==> src/rtl/bht_update_unit_pkg.sv <==
// Shared types for the branch history table: counter, queue entry, FSM state
// and the resolver's predictor-update record.
package bht_update_unit_pkg;

    localparam int PC_W         = 32;
    localparam int BHT_IDX_BITS = 8;

    localparam logic [1:0] BHT_WEAK_NT = 2'b01;

    typedef logic [1:0] bht_ctr_t;

    typedef enum logic {
        ST_INIT = 1'b0,
        ST_RUN  = 1'b1
    } bht_state_t;

    typedef struct packed {
        logic [BHT_IDX_BITS-1:0] idx;
        logic                    taken;
    } bht_q_entry_t;

    typedef struct packed {
        logic            valid_jump;
        logic            jump_taken;
        logic            is_mispredict;
        logic [PC_W-1:0] orig_pc;
        logic [PC_W-1:0] target_address;
    } predictor_update;

    // Two-bit saturating step: pins at 2'b11 when taken, 2'b00 when not.
    function automatic bht_ctr_t bht_ctr_next(input bht_ctr_t c, input logic taken);
        if (taken) begin
            return (c == 2'b11) ? c : c + 2'b01;
        end
        return (c == 2'b00) ? c : c - 2'b01;
    endfunction

endpackage

==> src/rtl/bht_update_fifo.sv <==
// Synchronous FIFO with wrap-bit pointers; full flag is registered from the
// next-state pointers so it always matches the current occupancy.
module bht_update_fifo #(
    parameter int WIDTH = 9,
    parameter int DEPTH = 4
) (
    input  logic             clk,
    input  logic             rst_n,
    input  logic             i_push,
    input  logic             i_pop,
    input  logic [WIDTH-1:0] i_data,
    output logic [WIDTH-1:0] o_data,
    output logic             o_full,
    output logic             o_empty
);
    localparam int PTR_BITS = $clog2(DEPTH);

    logic [WIDTH-1:0]  r_mem [DEPTH];
    logic [PTR_BITS:0] r_wr_ptr;
    logic [PTR_BITS:0] r_rd_ptr;
    logic              r_full;
    logic [PTR_BITS:0] w_wr_nxt;
    logic [PTR_BITS:0] w_rd_nxt;
    logic              w_full_nxt;

    assign w_wr_nxt   = r_wr_ptr + (PTR_BITS+1)'(i_push);
    assign w_rd_nxt   = r_rd_ptr + (PTR_BITS+1)'(i_pop);
    assign w_full_nxt = (w_wr_nxt[PTR_BITS] != w_rd_nxt[PTR_BITS]) &&
                        (w_wr_nxt[PTR_BITS-1:0] == w_rd_nxt[PTR_BITS-1:0]);

    always_ff @(posedge clk) begin
        if (!rst_n) begin
            r_wr_ptr <= '0;
            r_rd_ptr <= '0;
            r_full   <= 1'b0;
        end else begin
            r_wr_ptr <= w_wr_nxt;
            r_rd_ptr <= w_rd_nxt;
            r_full   <= w_full_nxt;
        end
    end

    always_ff @(posedge clk) begin
        if (i_push) begin
            r_mem[r_wr_ptr[PTR_BITS-1:0]] <= i_data;
        end
    end

    assign o_data  = r_mem[r_rd_ptr[PTR_BITS-1:0]];
    assign o_empty = (r_wr_ptr == r_rd_ptr);
    assign o_full  = r_full;

endmodule

==> src/rtl/bht_update_unit.sv <==
// 2-bit saturating-counter BHT: one table access per cycle, shared between
// fetch lookups and draining of queued resolver updates.
module bht_update_unit
    import bht_update_unit_pkg::*;
#(
    parameter int PC_BITS       = 32,
    parameter int BHT_ENTRIES   = 256,
    parameter int QUEUE_DEPTH   = 4,
    parameter int DROP_CNT_BITS = 16
) (
    input  logic                     clk,
    input  logic                     rst_n,
    input  predictor_update          i_pr_update,
    input  logic                     i_fetch_valid,
    input  logic [PC_BITS-1:0]       i_fetch_pc,
    output logic                     o_pred_valid,
    output logic                     o_pred_taken,
    output logic                     o_init_done,
    output logic                     o_queue_full,
    output logic [DROP_CNT_BITS-1:0] o_drop_count,
    output bht_state_t               o_dbg_state
);
    localparam int IDX_BITS = $clog2(BHT_ENTRIES);
    localparam int QW       = IDX_BITS + 1;

    bht_state_t               r_state;
    logic [IDX_BITS-1:0]      r_sweep_idx;
    bht_ctr_t                 r_bht [BHT_ENTRIES];
    logic                     r_pred_valid;
    logic                     r_pred_taken;
    logic                     r_init_done;
    logic [DROP_CNT_BITS-1:0] r_drop_count;

    logic                w_full;
    logic                w_empty;
    logic                w_run;
    logic                w_read;
    logic                w_drain;
    logic                w_push;
    logic                w_drop;
    logic [IDX_BITS-1:0] w_fetch_idx;
    logic [IDX_BITS-1:0] w_drain_idx;
    logic                w_drain_taken;
    logic [QW-1:0]       w_enq_data;
    logic [QW-1:0]       w_head;
    bht_ctr_t            w_new_ctr;
    logic                w_unused;

    assign w_fetch_idx = i_fetch_pc[IDX_BITS:1];
    assign w_enq_data  = {i_pr_update.orig_pc[IDX_BITS:1], i_pr_update.jump_taken};
    assign {w_drain_idx, w_drain_taken} = w_head;

    // A full queue steals the port from fetch so the resolver never stalls in RUN.
    assign w_run   = (r_state == ST_RUN);
    assign w_read  = w_run && i_fetch_valid && !w_full;
    assign w_drain = w_run && (w_full || (!i_fetch_valid && !w_empty));
    assign w_push  = i_pr_update.valid_jump && (!w_full || w_drain);
    assign w_drop  = i_pr_update.valid_jump && w_full && !w_drain;

    assign w_new_ctr = bht_ctr_next(r_bht[w_drain_idx], w_drain_taken);

    assign w_unused = ^{i_fetch_pc[PC_BITS-1:IDX_BITS+1], i_fetch_pc[0],
                        i_pr_update.orig_pc[PC_W-1:IDX_BITS+1], i_pr_update.orig_pc[0],
                        i_pr_update.is_mispredict, i_pr_update.target_address};

    bht_update_fifo #(
        .WIDTH (QW),
        .DEPTH (QUEUE_DEPTH)
    ) u_fifo (
        .clk     (clk),
        .rst_n   (rst_n),
        .i_push  (w_push),
        .i_pop   (w_drain),
        .i_data  (w_enq_data),
        .o_data  (w_head),
        .o_full  (w_full),
        .o_empty (w_empty)
    );

    always_ff @(posedge clk) begin
        if (rst_n) begin
            if (r_state == ST_INIT) begin
                r_bht[r_sweep_idx] <= BHT_WEAK_NT;
            end else if (w_drain) begin
                r_bht[w_drain_idx] <= w_new_ctr;
            end
        end
    end

    always_ff @(posedge clk) begin
        if (!rst_n) begin
            r_state      <= ST_INIT;
            r_sweep_idx  <= '0;
            r_pred_valid <= 1'b0;
            r_pred_taken <= 1'b0;
            r_init_done  <= 1'b0;
            r_drop_count <= '0;
        end else begin
            r_pred_valid <= w_read;
            if (w_read) begin
                r_pred_taken <= r_bht[w_fetch_idx][1];
            end
            if (w_drop && (r_drop_count != '1)) begin
                r_drop_count <= r_drop_count + DROP_CNT_BITS'(1);
            end
            case (r_state)
                ST_INIT: begin
                    r_sweep_idx <= r_sweep_idx + IDX_BITS'(1);
                    if (r_sweep_idx == IDX_BITS'(BHT_ENTRIES - 1)) begin
                        r_state     <= ST_RUN;
                        r_init_done <= 1'b1;
                    end
                end
                default: r_state <= ST_RUN;
            endcase
        end
    end

    assign o_pred_valid = r_pred_valid;
    assign o_pred_taken = r_pred_taken;
    assign o_init_done  = r_init_done;
    assign o_queue_full = w_full;
    assign o_drop_count = r_drop_count;
    assign o_dbg_state  = r_state;

endmodule

==> config.mk <==
export PLATFORM = sky130hd
export DESIGN_NAME = bht_update_unit
export DESIGN_NICKNAME = d
export VERILOG_FILES = /design/src/rtl/bht_update_unit_pkg.sv /design/src/rtl/bht_update_fifo.sv /design/src/rtl/bht_update_unit.sv
export SDC_FILE = /design/constraint.sdc
export NUM_CORES = 1
export LEC_CHECK = 0
export CAP_MARGIN = 15
export CORE_ASPECT_RATIO = 1.4
export CORE_MARGIN = 5
export CORE_UTILIZATION = 50
export CTS_CLUSTER_DIAMETER = 200
export DETAILED_ROUTE_END_ITERATION = 8
export GPL_ROUTABILITY_DRIVEN = 0
export HOLD_SLACK_MARGIN = 0.1
export PLACE_DENSITY = 0.68
export SLEW_MARGIN = 25
export SYNTH_ARGS = -nofsm -noshare
export SYNTH_HDL_FRONTEND = slang
export SYNTH_SLANG_ARGS = --single-unit
==> constraint.sdc <==
create_clock -name clk -period 16.5 [get_ports clk]
set_input_delay 3.3 -clock clk [delete_from_list [all_inputs] [get_ports clk]]
set_output_delay 3.3 -clock clk [all_outputs]
set_load 0.005 [all_outputs]
* Word level (Yosys, flattened, before mapping)
Memory sizes are Yosys's and may differ from the RTL's. A register that Yosys moved wholly into a read port is not among the register bits.
Cells that the tools add are included.
W data, S select, Z words.
** Operators by class
- Add/sub/neg operators :: 6
- Multipliers :: 0
- Div/mod/pow operators :: 0
- Magnitude comparators :: 0
- Eq/ne operators :: 6
- Shifts and indexed selects :: 0
- Multiplexer cells :: 20
- Bitwise logic cells :: 1
- Reductions and logical operators :: 19
** Operators with widths (number)
- $add A16 B1 Y16 const B :: 1
- $ne A16 B16 Y1 const B :: 1
- $mux W1 :: 13
- $mux W2 :: 6
- $logic_and A1 B1 Y1 :: 9
- $add A8 B1 Y8 const B :: 1
- $eq A8 B8 Y1 const B :: 1
- $mux W8 :: 1
- $add A3 B1 Y3 :: 2
- $logic_not A1 Y1 :: 5
- $eq A3 B3 Y1 :: 1
- $add A2 B1 Y2 const B :: 1
- $eq A2 B2 Y1 :: 1
- $eq A2 B2 Y1 const B :: 1
- $logic_not A2 Y1 :: 1
- $logic_or A1 B1 Y1 :: 2
- $reduce_and A2 Y1 :: 1
- $reduce_or A2 Y1 :: 1
- $sub A2 B1 Y2 const B :: 1
- $ne A1 B1 Y1 :: 1
- $not A1 Y1 :: 1
** Word-level totals
- Register bits :: 34
- Bits in latches :: 0
- RAM bits :: 548
- Memory bits (read-only) :: 0
- Bits of input ports :: 102
- Output and inout bits :: 21
- Logic and storage cells :: 62
- Memories kept :: 2
** Memory list
- r_bht :: words 256, width 2, rd ports 2, clocked after memory_dff 1, write ports 1, RTL line bht_update_unit.sv:28 : bht_ctr_t r_bht [BHT_ENTRIES];
- u_fifo.r_mem :: words 4, width 9, rd ports 1, clocked after memory_dff 1, write ports 1, RTL line bht_update_fifo.sv:18 : logic [WIDTH-1:0] r_mem [DEPTH];

* Depth between registers and ports, before layout
Gate-level depths: netlist of the first run.
- Word-level depth :: 11
- Depth in mapped cells :: 15
- Depth with buffers taken out :: 9

* Hierarchy
From an unflattened synthesis of the first run, not the netlist that was laid out.
** Second synthesis, totals
- Cells, all modules :: 1620
- Area, all modules :: 26429.1 µm²
** Modules (own cells, without submodules)
- bht_update_unit :: times used 1, cells each 1541, area an instance 24786.3 µm², sequential area each 15935.3 µm²
- bht_update_fifo :: times used 1, cells each 79, area an instance 1642.8 µm², sequential area each 1221.2 µm²

* Least setup slack after synthesis of the first run
OpenSTA, ideal clock, no wires.
- Path type :: in2reg
- Start point :: input port i_fetch_valid
- End point :: memory r_bht[0][1] (netlist bit) (data pin)
- Library setup time :: 1.586 ns
- Arrival time :: 11.475 ns
- Path slack :: 3.440 ns
- Stages :: 9
- Buffers on the path :: 2
- Cell sequence :: a31oi_1 -> o21a_1 -> and2_1 -> buf_2 -> buf_1 -> o2111ai_1 -> nand3_1 -> a32oi_1 -> o22ai_1
** Between the ends
- Cells in the longest elaborated chain, start to end :: 10
** Ends and longest elaborated chain
- start, declared :: RTL line bht_update_unit.sv:14 : input logic i_fetch_valid,
- $logic_not A1 Y1 :: RTL line bht_update_unit.sv:56 : assign w_drain = w_run && (w_full || (!i_fetch_valid && !w_empty));
- $logic_and A1 B1 Y1 :: RTL line bht_update_unit.sv:56
- $logic_or A1 B1 Y1 :: RTL line bht_update_unit.sv:56
- $logic_and A1 B1 Y1 :: RTL line bht_update_unit.sv:56
- $mux W1 :: RTL line bht_update_unit.sv:84 : end else if (w_drain) begin
- $mux W1 :: RTL line bht_update_unit.sv:82 : if (r_state == ST_INIT) begin
- $mux W1 :: RTL line bht_update_unit.sv:81 : if (rst_n) begin
- $mux W1 (implied by the code) :: RTL line bht_update_unit.sv:85 : r_bht[w_drain_idx] <= w_new_ctr;
- $reduce_or A2 Y1 (no source line)
- $mux W2 (no source line)
- end, declared :: RTL line bht_update_unit.sv:28
Every way passes these cells.

==> flow_summary_export.csv, run 1 <==
group,metric,value,unit
synth,netlist.area_leader.share,62.2,%
sta,rsz0062_at_grt,"no",
route,drcViolationCount,0,
critical_path,slowest_delay,0.84,ns
synth,synth_commonest_cells,"548 x edfxtp_1, 272 x nor2_1, 169 x mux4_2",
die,die_x,204,um
synth,synth_top_family_by_area,"multiplexers",
synth,ys_ff_latch,583,
cts,htreeDepth,2,
critical_path,cp.arrival,7.23,ns
die,pin_count,123,
synth,synth.area.mux_share,20.1,%
die,start_util,50.6,%
global_routing,grt_pass1_wl,101000,um
route,routed_wl,69100,um
synth,synth.distinct_cells,62,
synth,synth_edf_count,548,
power_and_ir_drop,powerDensity,101,mW/mm2
sta,drv_slew,0,
synth,netlist_area,0.0265,mm2
finish,fill_cells,4221,
cts,postCtsSetupBuffers,0,
critical_path,cp-start-kind,"input port",
sta,slew_headroom,29.3,%
global_routing,grt.total_usage,23.9,%
route,ant_nets,0,
critical_path,cp_data_required_time,16.95,ns
sta,tightest_slew,1.06,ns
finish,diodes,0,
synth,synth_ff_type,"edfxtp_1",
route,drtIter0Drc,1751,
placed_design,dp_hpwl,42700,um
job,max-cap-violations,0,
sta,fin_skew,0.0343,ns
synth,synth-adder-area-share,0.284,%
synth,async_flop_share,0,%
finish,syn2layout_area_growth,9.96,%
critical_path,crit_chain,"buf_4 -> buf_4 -> mux4_2 -> mux4_2 -> mux4_2 -> mux4_2 -> nand3_1 -> a21boi_1",
cts,cts_resized,0,
synth,yosysWarnings,0,
synth,seq_area_frac_synth,64.9,%
placed_design,dp.cells,2352,
critical_path,cp_common_cell,"mux4_2",
cts,ctsHoldBuffers,0,
route,firstDrtPassIters,6,
synth,synth_most_common_cell,"edfxtp_1",
power_and_ir_drop,leakagePower,9.90,nW
finish,fin_cells,2444,
synth,synth-xor-area-share,0.762,%
die,die_y,282,um
run_status,status,"completed",
power_and_ir_drop,vdd_drop_max,0.0000892,V
critical_path,worstSetupEndpointType,"register",
synth,ys_top_cells_by_area,"edfxtp_1 62%, mux4_2 14%, mux2i_1 5.0%",
synth,synth_compound_area_share,3.60,%
sta,setup_violations,0,
worst_hold_path,hold_path.class,"reg2reg",
cts,clk_latency,0.59,ns
synth,yosys.area_share.simple,8.14,%
synth,synthCells,1683,
sta,fin_setup_tns,0,ns
sta,hold_violations,0,
synth,synth_fp_nets,1791,
critical_path,critPathSlowestCell,"buf_4",
sta,finalCriticalPeriod,6.78,ns
cts,cts_root_buf,"clkbuf_16",
route,vias_per_cell,6.36,
critical_path,crit_fanout,38,
placed_design,portBuffers,41,
synth,yosys.area.top_type,"edfxtp_1",
cts,cts.path.max_buffers,3,
sta,timing.fmax,147,MHz
cts,clkSinkCount,583,
synth,syn_area_per_cell,15.7,um2
global_routing,grt_pass1_vias,16000,
global_routing,antenna_found_initial,2,
finish,final_nets,1807,
finish,utilization,55.6,%
sta,holdWs,0.469,ns
global_routing,grt_max_degree,133,
critical_path,path_class,"in2reg",
die,num_rows,99,
cts,cts_buffers,52,
route,post_drt_wl_per_cell,28.3,um
finish,final_layout_size_suffix_gt1_share,17.8,%
global_routing,grt_overflow_total,0,
sta,finalCritPeriodShare,41.1,%
die,die-area,0.0577,mm2
route,routed-via-count,15600,
cts,cts_tree,"done",
cts,clk_transition_reported_paths,0.06,ns
die,core,0.0523,mm2
## cells in the final DEF, fill, tap and decap left out, drive strengths merged, types with 22 or more instances in the layout
cell,Yosys,final
nand2,104,104
clkinv,0,23
a22oi,24,24
mux4,169,169
nor2,272,272
mux2i,132,132
and2,27,27
buf,56,40
edfxtp,548,548
clkbuf,61,62
dfxtp,35,35
clkdlybuf4s50,0,39
xnor2,22,22
nand3,42,42
## report_power, final
group / internal [mW] / switching, mW / total (mW)
registers: 1.60 / 0.00322 / 1.60
clock network: 0.616 / 0.524 / 1.14
logic: 0.0795 / 0.126 / 0.205
total: 2.30 / 0.653 / 2.95
## per-stage QoR
stage               total power [mW]  worst slack, ns  cell area, um2
finish                          2.95             9.72           29100
global route                    3.03             9.57           29100
CTS                             2.96             9.65           29100
detailed placement              1.84             9.07           27500
global placement                1.84             9.11           27500
floorplan                       1.77             3.44           26500
## flip-flops by register name, summed over array words and instances, names as in the netlist, 3 cells and up
signal / flops
r_bht: 512
r_sweep_idx: 8
o_drop_count: 16
u_fifo.r_mem: 36
u_fifo.r_wr_ptr: 3
u_fifo.r_rd_ptr: 3
## path summary, 6_finish.rpt
check        cells after the start  slack (ns)                from             to
max                              8        9.72       i_fetch_pc[1]   o_pred_taken
min                              2        0.47        o_pred_taken   o_pred_taken
max reg2reg                     11       10.36  u_fifo.r_rd_ptr[1]  r_bht[129][0]
min reg2reg                      2        0.47        o_pred_taken   o_pred_taken
## layout make-up
| cell class | instances | area, um2 | share of cell area [%] |
|---|---|---|---|
| clock inverters | 30 | 198 | 0.680 |
| multi-input cells | 979 | 8750 | 30.1 |
| clock buffers | 62 | 1360 | 4.68 |
| inverters | 4 | 15.0 | 0.0516 |
| repair buffers | 79 | 718 | 2.47 |
| flip-flops and latches | 583 | 17200 | 59.0 |
| well taps | 707 | 885 | 3.04 |
## critical path, delay by kind of cell
kind	cells	cell delay (ns)
mux	4	2.30
buf+inv	2	1.34
simple gates	1	0.13
compound gates	1	0.06
## kinds of logic (layout without fill, tap and decap cells)
group,after synthesis,after routing
buf+inv,121,175
fa+ha+maj,6,6
compound gates,131,131
xor+xnor,23,23
simple gates,502,502
flops,583,583
mux,317,317
## per-layer routing
metal	share of wire [%]	track usage [%]	routed length (um)
met1	35	29.4	23900
met2	51	41.3	35200
met3	8.9	4.39	6180
met4	5.5	11.1	3770
met5	0	0	0
Power figures use the tool's default switching activity.
==> inputs of run 2 (changes only) <==
- clock period: 16.5 -> 6.55 ns (I/O delays scaled with it)
==> flow_summary_export.csv, run 2 (synthesized netlist as in run 1, its figures left out) <==
group,metric,value,unit
run_status,status,"completed",
sta,setup_slack,1.23,ns
finish,final_layout_size_suffix_gt1_share,19.0,%
cts,clk_transition_reported_paths,0.06,ns
cts,cts_resized,0,
global_routing,grt_overflow_total,0,
finish,diodes,0,
finish,final_nets,1828,
sta,timing.fmax,188,MHz
critical_path,r2r_start,"u_fifo.r_rd_ptr[0]",
die,die_x,204,um
critical_path,reg2reg_depth,11,
route,drtIter0Drc,1692,
sta,fin_skew,0.0213,ns
die,core,0.0523,mm2
route,drcViolationCount,0,
placed_design,pre_cts_slack,1.11,ns
route,post_drt_wl_per_cell,28.2,um
route,highest_layer,"met5",
die,start_util,50.6,%
worst_hold_path,hold_path_depth,1,
die,pin_count,123,
route,firstDrtPassIters,8,
global_routing,antenna_found_initial,1,
cts,htreeDepth,2,
route,vias_per_cell,6.29,
sta,holdWs,0.471,ns
finish,largest_register_ff_count,512,
critical_path,crit_start,"u_fifo.r_rd_ptr[0]",
critical_path,path_class,"reg2reg",
critical_path,cp-start-kind,"register",
finish,final_cell_mix,"548 x edfxtp_1, 271 x nor2_1, 167 x mux4_2",
global_routing,grt_pass1_vias,16200,
cts,cts_tree,"done",
sta,tightest_slew,0.977,ns
route,wl_met3,5090,um
critical_path,slowest_delay,1.08,ns
sta,setup_violations,0,
critical_path,critPathTopFamily,"compound AO/OA/AOI/OAI gates",
cts,cts.path.max_buffers,3,
critical_path,crit_chain,"mux4_4 -> nor2b_1 -> buf_4 -> a21oi_1 -> o211ai_1 -> a21boi_0 -> o2111ai_1 -> nand3_1 -> a32o_1 -> a2bb2oi_4 -> buf_12",
die,num_rows,99,
finish,mostFrequentLayoutCell,"edfxtp_1",
critical_path,cp_data_required_time,6.85,ns
route,ant_nets,0,
route,routed_wl,69600,um
placed_design,portBuffers,41,
worst_hold_path,min_to,"o_init_done",
power_and_ir_drop,vdd_drop_max,0.000242,V
placed_design,dp_hpwl,44000,um
critical_path,critPathBufInv,2,
critical_path,crit_fanout,136,
worst_hold_path,min-delay-start,"o_init_done",
cts,cts_root_buf,"clkbuf_16",
sta,rsz0062_at_grt,"no",
cts,clkSinkCount,583,
global_routing,grt_max_degree,137,
critical_path,r2r_slack,1.23,ns
sta,drv_slew,0,
global_routing,grt_pass1_wl,102000,um
sta,finalCriticalPeriod,5.32,ns
cts,postCtsSetupBuffers,0,
power_and_ir_drop,powerDensity,257,mW/mm2
die,die-area,0.0577,mm2
power_and_ir_drop,leakagePower,9.90,nW
cts,clk_latency,0.58,ns
sta,finalCritPeriodShare,81.2,%
worst_hold_path,hold_path.class,"reg2reg",
job,max-cap-violations,0,
critical_path,worstSetupEndpointType,"register",
sta,slew_headroom,34.9,%
cts,ctsHoldBuffers,0,
critical_path,rr_endpoint,"r_bht[98][0]",
route,wl_met2,35900,um
global_routing,grt.total_usage,24.1,%
critical_path,cp.arrival,5.62,ns
route,wl_met1,24700,um
sta,fin_setup_tns,0,ns
critical_path,critPathSlowestCell,"mux4_4",
route,routed-via-count,15500,
finish,regMostFlops,"r_bht",
die,die_y,282,um
sta,hold_violations,0,
cts,cts_buffers,53,
finish,syn2layout_area_growth,11.2,%
[run 2: worst max-delay path by stage]
stage	to	cells after the start
detailed placement	r_bht[202][1]	10
CTS	r_bht[201][1]	10
global route	r_bht[97][0]	11
global placement	r_bht[202][1]	10
floorplan	r_bht[0][1]	13
finish	r_bht[98][0]	11
[run 2: area by class of cell]
type	instances	area [um2]
multi-input combinational	979	8730
sequential	583	17200
clock inverter	33	263
tap	707	885
inverter	4	15.0
fill	4161	22900
clock buffer	62	1390
timing repair buffer	99	973
[run 2: worst reg2reg max path: cells and delay by family, from the launching register on]
| kind | cells | cell delay (ns) |
|---|---|---|
| buf+inv | 2 | 0.80 |
| compound gates | 6 | 1.30 |
| flops | 1 | 0.67 |
| simple gates | 2 | 1.11 |
| mux | 1 | 1.09 |
[run 2: metal layers]
layer,vias up,GRT usage [%]
met5,-,0
met3,179,3.94
li1,6656,-
met4,2,11.4
met1,7971,29.2
met2,720,42.3
[run 2: per-stage QoR]
step	instance area [um2]	cells	utilization (%)	total power, mW
2_1_floorplan	26500	1683	-	4.45
3_3_place_gp	27700	2371	53.1	4.63
3_5_place_dp	27700	2371	53.1	4.63
4_1_cts	29400	2466	56.2	7.58
5_1_grt	29400	2467	56.3	7.77
6_report	29400	2467	56.3	7.56
[run 2: where the power goes]
group          switching [mW]  internal [mW]
Combinational           0.316          0.199
Clock                    1.33           1.67
Sequential            0.00824           4.03
